[config.mk]
export PLATFORM = sky130hd
export DESIGN_NAME = coin_change_controller
export DESIGN_NICKNAME = d
export VERILOG_FILES = /design/src/rtl/coin_pkg.sv /design/src/rtl/change_coin_select.sv /design/src/rtl/coin_change_controller.sv
export SDC_FILE = /design/constraint.sdc
export NUM_CORES = 1
export LEC_CHECK = 0
export CORE_MARGIN = 2
export CORE_UTILIZATION = 59
export CTS_CLUSTER_DIAMETER = 100
export DETAILED_ROUTE_END_ITERATION = 8
export MAX_ROUTING_LAYER = met4
export PLACE_DENSITY = 0.81
export SLEW_MARGIN = 10
export SYNTH_ARGS = -nofsm -noshare
export SYNTH_HDL_FRONTEND = slang
export SYNTH_SLANG_ARGS = --single-unit
[constraint.sdc]
create_clock -name clock -period 5 [get_ports clock]
set_clock_uncertainty 0.2 [all_clocks]
set_input_delay 1.5 -clock clock [delete_from_list [all_inputs] [get_ports clock]]
set_output_delay 1.5 -clock clock [all_outputs]
set_load 0.01 [all_outputs]
[src/rtl/coin_pkg.sv]
// coin_pkg: shared constants, coin codes, nickel values and FSM states for the coin controller
package coin_pkg;
    localparam int WIDTH      = 16;
    localparam int FRAC_BITS  = 11;
    localparam int COIN_WIDTH = 3;
    localparam int CNT_WIDTH  = 11;

    typedef enum logic [2:0] {
        COIN_NONE = 3'd0,
        NICKEL    = 3'd1,
        DIME      = 3'd2,
        QUARTER   = 3'd3,
        HALF      = 3'd4,
        DOLLAR    = 3'd5
    } coin_e;

    localparam logic [1:0] IDLE     = 2'd0;
    localparam logic [1:0] COLLECT  = 2'd1;
    localparam logic [1:0] DISPENSE = 2'd2;
    localparam logic [1:0] CHANGE   = 2'd3;

    // Codes 0, 6 and 7 are worth nothing
    function automatic logic [4:0] coin_value(input logic [2:0] c);
        return c == DOLLAR  ? 5'd20 :
               c == HALF    ? 5'd10 :
               c == QUARTER ? 5'd5  :
               c == DIME    ? 5'd2  :
               c == NICKEL  ? 5'd1  : 5'd0;
    endfunction
endpackage

[src/rtl/change_coin_select.sv]
// change_coin_select: greedy pick of the largest coin not exceeding the remaining change
module change_coin_select #(
    parameter int COIN_WIDTH = coin_pkg::COIN_WIDTH,
    parameter int CNT_WIDTH  = coin_pkg::CNT_WIDTH
) (
    input  logic [CNT_WIDTH-1:0]  remain,
    output logic [COIN_WIDTH-1:0] code,
    output logic [CNT_WIDTH-1:0]  value
);
    import coin_pkg::*;

    assign code = COIN_WIDTH'(remain >= CNT_WIDTH'(20) ? DOLLAR  :
                              remain >= CNT_WIDTH'(10) ? HALF    :
                              remain >= CNT_WIDTH'(5)  ? QUARTER :
                              remain >= CNT_WIDTH'(2)  ? DIME    :
                              remain >= CNT_WIDTH'(1)  ? NICKEL  : COIN_NONE);
    assign value = CNT_WIDTH'(coin_value(code));
endmodule

[src/rtl/coin_change_controller.sv]
// coin_change_controller: takes a price, collects coins, dispenses once and returns greedy change
module coin_change_controller #(
    parameter int WIDTH      = coin_pkg::WIDTH,
    parameter int FRAC_BITS  = coin_pkg::FRAC_BITS,
    parameter int COIN_WIDTH = coin_pkg::COIN_WIDTH,
    parameter int CNT_WIDTH  = coin_pkg::CNT_WIDTH
) (
    input  logic                  clock,
    input  logic                  resetn,
    input  logic [WIDTH-1:0]      purchase_msg,
    input  logic                  purchase_val,
    output logic                  purchase_rdy,
    input  logic [COIN_WIDTH-1:0] coin_msg,
    input  logic                  coin_val,
    output logic                  coin_rdy,
    output logic                  dispense_msg,
    output logic                  dispense_val,
    input  logic                  dispense_rdy,
    output logic [COIN_WIDTH-1:0] change_msg,
    output logic                  change_val,
    input  logic                  change_rdy
);
    import coin_pkg::*;

    localparam int PW = WIDTH + 6;

    logic [1:0]            state;
    logic                  up;
    logic [CNT_WIDTH-1:0]  price_n, deposit_n, remain_n;
    logic [CNT_WIDTH-1:0]  price_nxt, deposit_nxt, pick_val;
    logic [COIN_WIDTH-1:0] pick_code;
    logic [PW-1:0]         price_wide;

    // Round the fixed-point dollar price to the nearest nickel
    assign price_wide  = PW'(purchase_msg) * PW'(20) + (PW'(1) << (FRAC_BITS - 1));
    assign price_nxt   = CNT_WIDTH'(price_wide >> FRAC_BITS);
    assign deposit_nxt = deposit_n + CNT_WIDTH'(coin_value(coin_msg));

    change_coin_select #(
        .COIN_WIDTH(COIN_WIDTH),
        .CNT_WIDTH (CNT_WIDTH)
    ) u_sel (
        .remain(remain_n),
        .code  (pick_code),
        .value (pick_val)
    );

    // up keeps purchase_rdy low until the first edge after reset release
    assign purchase_rdy = up && state == IDLE;
    assign coin_rdy     = state == COLLECT;
    assign dispense_val = state == DISPENSE;
    assign dispense_msg = dispense_val;
    assign change_val   = state == CHANGE;
    assign change_msg   = change_val ? pick_code : '0;

    always_ff @(posedge clock or negedge resetn) begin
        if (!resetn) begin
            state     <= IDLE;
            up        <= 1'b0;
            price_n   <= '0;
            deposit_n <= '0;
            remain_n  <= '0;
        end else begin
            up <= 1'b1;
            case (state)
                IDLE: if (purchase_val && purchase_rdy) begin
                    price_n   <= price_nxt;
                    deposit_n <= '0;
                    remain_n  <= '0;
                    state     <= price_nxt == '0 ? DISPENSE : COLLECT;
                end
                COLLECT: if (coin_val) begin
                    deposit_n <= deposit_nxt;
                    if (deposit_nxt >= price_n) begin
                        remain_n <= deposit_nxt - price_n;
                        state    <= DISPENSE;
                    end
                end
                DISPENSE: if (dispense_rdy) state <= remain_n != '0 ? CHANGE : IDLE;
                CHANGE: if (change_rdy) begin
                    remain_n <= remain_n - pick_val;
                    if (remain_n == pick_val) state <= IDLE;
                end
                default: state <= IDLE;
            endcase
        end
    end
endmodule

==> flow_results.xml, run 1 <==
<?xml version="1.0" encoding="UTF-8"?>
<metrics>
  <group name="routing">
    <metric name="routed_via_density" unit="">6.518</metric>
    <metric name="iteration_count_of_the_initial_detailed_routing_pass" unit="">5</metric>
    <metric name="highest_layer" unit="">met4</metric>
    <metric name="routed-wl-met3" unit="um">945</metric>
    <metric name="initialDrtViolationCount" unit="">477</metric>
    <metric name="wl_met2" unit="um">6946</metric>
    <metric name="drc" unit="">0</metric>
    <metric name="totalWireLength" unit="um">14200</metric>
    <metric name="vias_after_detailed_routing" unit="">4341</metric>
    <metric name="route.layer.met1.wl" unit="um">5390</metric>
    <metric name="wl_per_cell" unit="um">21.32</metric>
    <metric name="final_antenna_net_count" unit="">0</metric>
  </group>
  <group name="floorplanning">
    <metric name="top_level_ports" unit="">33</metric>
    <metric name="die_height" unit="um">84.32</metric>
    <metric name="dieArea" unit="mm2">0.007110</metric>
    <metric name="design.core.area" unit="mm2">0.006277</metric>
    <metric name="placement_rows" unit="">29</metric>
    <metric name="chipWidth" unit="um">84.32</metric>
    <metric name="start_util" unit="">0.6063</metric>
  </group>
  <group name="critical_path">
    <metric name="critical_path.endpoint" unit="">state[1]</metric>
    <metric name="maximum_fanout_count_along_the_critical_path" unit="">3</metric>
    <metric name="crit_top_cell" unit="">nand3_2</metric>
    <metric name="startpoint_type" unit="">input port</metric>
    <metric name="crit_path_max_incr_delay" unit="ns">0.39</metric>
    <metric name="worstReg2RegEnd" unit="">remain_n[8]</metric>
    <metric name="reg2regPathDepth" unit="">16</metric>
    <metric name="ff2ff_setup_slack" unit="ns">0.66</metric>
    <metric name="critical_path_s_slowest_cell" unit="">fa_2</metric>
    <metric name="worstPathCellList" unit="">buf_2, nor2b_4, ha_4, fa_2, a21o_1, a21oi_2, nor2b_1, o21a_1, and3_4, nand3_2, xnor2_2, ha_1, nand3_2, nor3_2, or3_4, or2_4, and2_4, o31a_1, nor4bb_2, a211oi_1</metric>
    <metric name="timing.critical_path.required" unit="ns">4.98</metric>
    <metric name="worstSetupStartpoint" unit="">coin_msg[0]</metric>
    <metric name="worst_ep_arrival_time" unit="ns">5.25</metric>
    <metric name="criticalPathCategory" unit="">input port to register</metric>
    <metric name="cp-end-kind" unit="">register</metric>
    <metric name="worstReg2RegStart" unit="">remain_n[8]</metric>
  </group>
  <group name="clocking">
    <metric name="numCtsBuffers" unit="">5</metric>
    <metric name="tritoncts" unit="">built</metric>
    <metric name="cts_hold_buffers" unit="">0</metric>
    <metric name="cts_max_path_buffers" unit="">2</metric>
    <metric name="clock-root-buffer" unit="">clkbuf_8</metric>
    <metric name="h-tree-depth" unit="">2</metric>
    <metric name="clk_pin_slew" unit="ns">0.07</metric>
    <metric name="clock_sink_count" unit="">36</metric>
    <metric name="clock_latency_on_the_worst_skew_pair" unit="ns">0.30</metric>
  </group>
  <group name="sta">
    <metric name="post-route-min-period" unit="ns">5.267</metric>
    <metric name="worst_slack" unit="ns">-0.2674</metric>
    <metric name="finalMaxSlewViolations" unit="">0</metric>
    <metric name="rsz0062_at_grt" unit="">true</metric>
    <metric name="tightest_slew" unit="ns">0.6173</metric>
    <metric name="final.period_utilization" unit="">1.053</metric>
    <metric name="fmax" unit="MHz">189.8</metric>
    <metric name="timing.slew.headroom" unit="">0.5884</metric>
    <metric name="setup_violations" unit="">10</metric>
    <metric name="hold_violations" unit="">0</metric>
  </group>
  <group name="run_status">
    <metric name="outcome" unit="">finished, violations left</metric>
    <metric name="failed_checks" unit="">setup timing</metric>
  </group>
  <group name="global_routing">
    <metric name="global_route_wire_length_before_repair" unit="um">19200</metric>
    <metric name="vias_in_the_first_global_route" unit="">4033</metric>
    <metric name="maximum_number_of_pins_on_one_net_before_global_route_repair" unit="">37</metric>
    <metric name="grt_antenna_before_repair" unit="">0</metric>
    <metric name="grt_util_all_layers" unit="">0.3460</metric>
    <metric name="grt_overflow" unit="">0</metric>
  </group>
  <group name="yosys">
    <metric name="synth.area.mux_share" unit="">0.01381</metric>
    <metric name="synth_top_family_by_area" unit="">compound AO/OA/AOI/OAI gates</metric>
    <metric name="cell_area_synth" unit="mm2">0.003806</metric>
    <metric name="synthFlopType" unit="">dfrtp_1</metric>
    <metric name="synth_adder_area_share" unit="">0.1736</metric>
    <metric name="post_synth_inst_count" unit="">461</metric>
    <metric name="synth.yosys.seq_area_share" unit="">0.2367</metric>
    <metric name="number_of_distinct_standard_cells_referenced_by_the_synthesized_netlist" unit="">64</metric>
    <metric name="post_synth.cell_area_avg" unit="um2">8.256</metric>
    <metric name="yosys_warnings" unit="">0</metric>
    <metric name="synth_simple_gate_area_frac" unit="">0.2156</metric>
    <metric name="synth-edff-count" unit="">0</metric>
    <metric name="synth-async-reset-ratio" unit="">1.000</metric>
    <metric name="area_fraction_in_compound_gates_after_synthesis" unit="">0.2321</metric>
    <metric name="synth.net_count" unit="">537</metric>
    <metric name="ys_ff_latch" unit="">36</metric>
    <metric name="synth_xor_xnor_area_share" unit="">0.08547</metric>
  </group>
  <group name="placed_design">
    <metric name="preCtsSetupSlack" unit="ns">-0.8020</metric>
    <metric name="post-dp-hpwl" unit="um">8121</metric>
    <metric name="io_buffer_count" unit="">32</metric>
    <metric name="gp_routability_congestion" unit="">0.9441</metric>
  </group>
  <group name="cells_and_area">
    <metric name="final_layout_size_suffix_gt1_frac" unit="">0.3192</metric>
    <metric name="final_cell_mix" unit="">buf_4, nand2_1, dfrtp_1, o21ai_0, inv_1</metric>
    <metric name="syn2layout_area_growth" unit="%">43.72</metric>
    <metric name="antenna_cells_inserted" unit="">0</metric>
    <metric name="final_net_count" unit="">664</metric>
    <metric name="layout_commonest_cell" unit="">buf_4</metric>
    <metric name="fin_util" unit="">0.8714</metric>
  </group>
  <group name="power">
    <metric name="powerDensity" unit="mW/mm2">508.2</metric>
    <metric name="power.leakage" unit="nW">2.598</metric>
    <metric name="peakVddDrop" unit="uV">427.7</metric>
  </group>
  <group name="hold_path">
    <metric name="worstHoldPathType" unit="">register to register</metric>
    <metric name="worst_hold_path.num_cells" unit="">2</metric>
  </group>
  <group name="flow_run">
    <metric name="cap_viol_max_count" unit="">0</metric>
  </group>
</metrics>
-- cell families after synthesis --
| group | after synthesis |
|---|---|
| simple gates | 161 |
| compound gates | 131 |
| fa+ha+maj | 51 |
| buf+inv | 41 |
| flops | 36 |
| xor+xnor | 35 |
| mux | 5 |
| other cells | 1 |
-- report_power, final --
group	internal, mW	switching, mW	total, mW	leakage (nW)
Sequential	0.391	0.127	0.518	0.465
Combinational	0.926	1.05	1.97	2.07
Clock	0.176	0.114	0.290	0.0645
-- layout make-up --
class | count | area [um2]
clock buffer | 7 | 96.34
clock inverter | 1 | 30.03
fill | 309 | 807.0
inverter | 29 | 108.9
multi-input combinational | 384 | 3152
sequential | 36 | 900.9
tap | 77 | 96.34
timing repair buffer | 132 | 1086
-- what timing repair did --
action,4_1_cts,5_1_grt
gates resized for setup,59,61
setup buffers,8,7
setup endpoints to repair,14,14
pin swaps,39,39
-- critical path: cells and delay by family --
kind,cells,cell delay (ns)
compound gates,5,1.03
xor+xnor,1,0.13
fa+ha+maj,3,0.84
buf+inv,1,0.12
simple gates,10,1.64
-- through the flow --
stage / instances / TNS (ns) / power [mW] / hold WS (ns) / cell area (um2)
after floorplan: 461 / 0 / 1.565 / 0.2498 / 3849
after global placement: 643 / -7.144 / 2.096 / 0.2701 / 4843
after detailed placement: 643 / -10.32 / 2.172 / 0.2845 / 4843
after CTS: 659 / 0 / 2.526 / 0.3038 / 5251
after global routing: 666 / -1.603 / 2.930 / 0.3325 / 5470
final: 666 / -0.6574 / 2.780 / 0.2958 / 5470
-- synth_stat cells (all sizes together) (2+ instances only) --
cell type   n  area share
or3         3      0.0053
mux2i       3      0.0079
xnor2      21       0.053
dfrtp      36        0.24
o21a        7       0.014
a211oi      5      0.0099
nor3b       3      0.0059
a31oi       2      0.0033
nor2b      10       0.016
ha         48        0.16
nor2       28       0.028
o31ai       5      0.0099
a21oi      24       0.033
nand2b      9       0.015
a32o        3      0.0079
fa          3       0.016
buf         2      0.0033
and2        3      0.0049
o211ai      4      0.0092
nand4       6      0.0099
nand3      20       0.026
nand2      49       0.048
nor4        4      0.0066
mux2        2      0.0059
xor2       14       0.032
a22o        6       0.014
a2111oi     2      0.0046
and3        9       0.017
o21ai      38       0.050
inv        29       0.029
o22ai       5      0.0099
nor3        5      0.0066
a21o       12       0.024
clkbuf     10      0.0099
a211o       5       0.012
or2         5      0.0082
a21boi      4      0.0079
a31o        2      0.0046
-- flip-flops by register name (all words and copies together) (netlist names) --
register   cells
deposit_n     11
price_n       11
remain_n      11
state          2
up             1
-- how the worst min path moves through the flow --
stage | from | end
floorplan | price_n[2] | price_n[2]
global placement | price_n[6] | price_n[6]
detailed placement | price_n[0] | price_n[0]
CTS | price_n[4] | price_n[4]
global route | remain_n[10] | remain_n[10]
finish | price_n[8] | price_n[8]
-- metal layers --
metal  global-route usage  up-vias
li1                     -     1930
met1               0.4104     2062
met2               0.5960      261
met3              0.05113       88
met4               0.1261        0
met5                    -        -
Power figures use the tool's default switching activity.
==> run 2: changes to the inputs <==
--- a/config.mk
+++ b/config.mk
@@ -7,7 +7,7 @@
 export LEC_CHECK = 0
 export CORE_MARGIN = 2
 export CORE_UTILIZATION = 59
-export CTS_CLUSTER_DIAMETER = 100
+export CTS_CLUSTER_DIAMETER = 50
 export DETAILED_ROUTE_END_ITERATION = 8
 export MAX_ROUTING_LAYER = met4
 export PLACE_DENSITY = 0.81
==> results of run 2 <==
No change in the layout: final DEF, timing and power equal those of run 1.
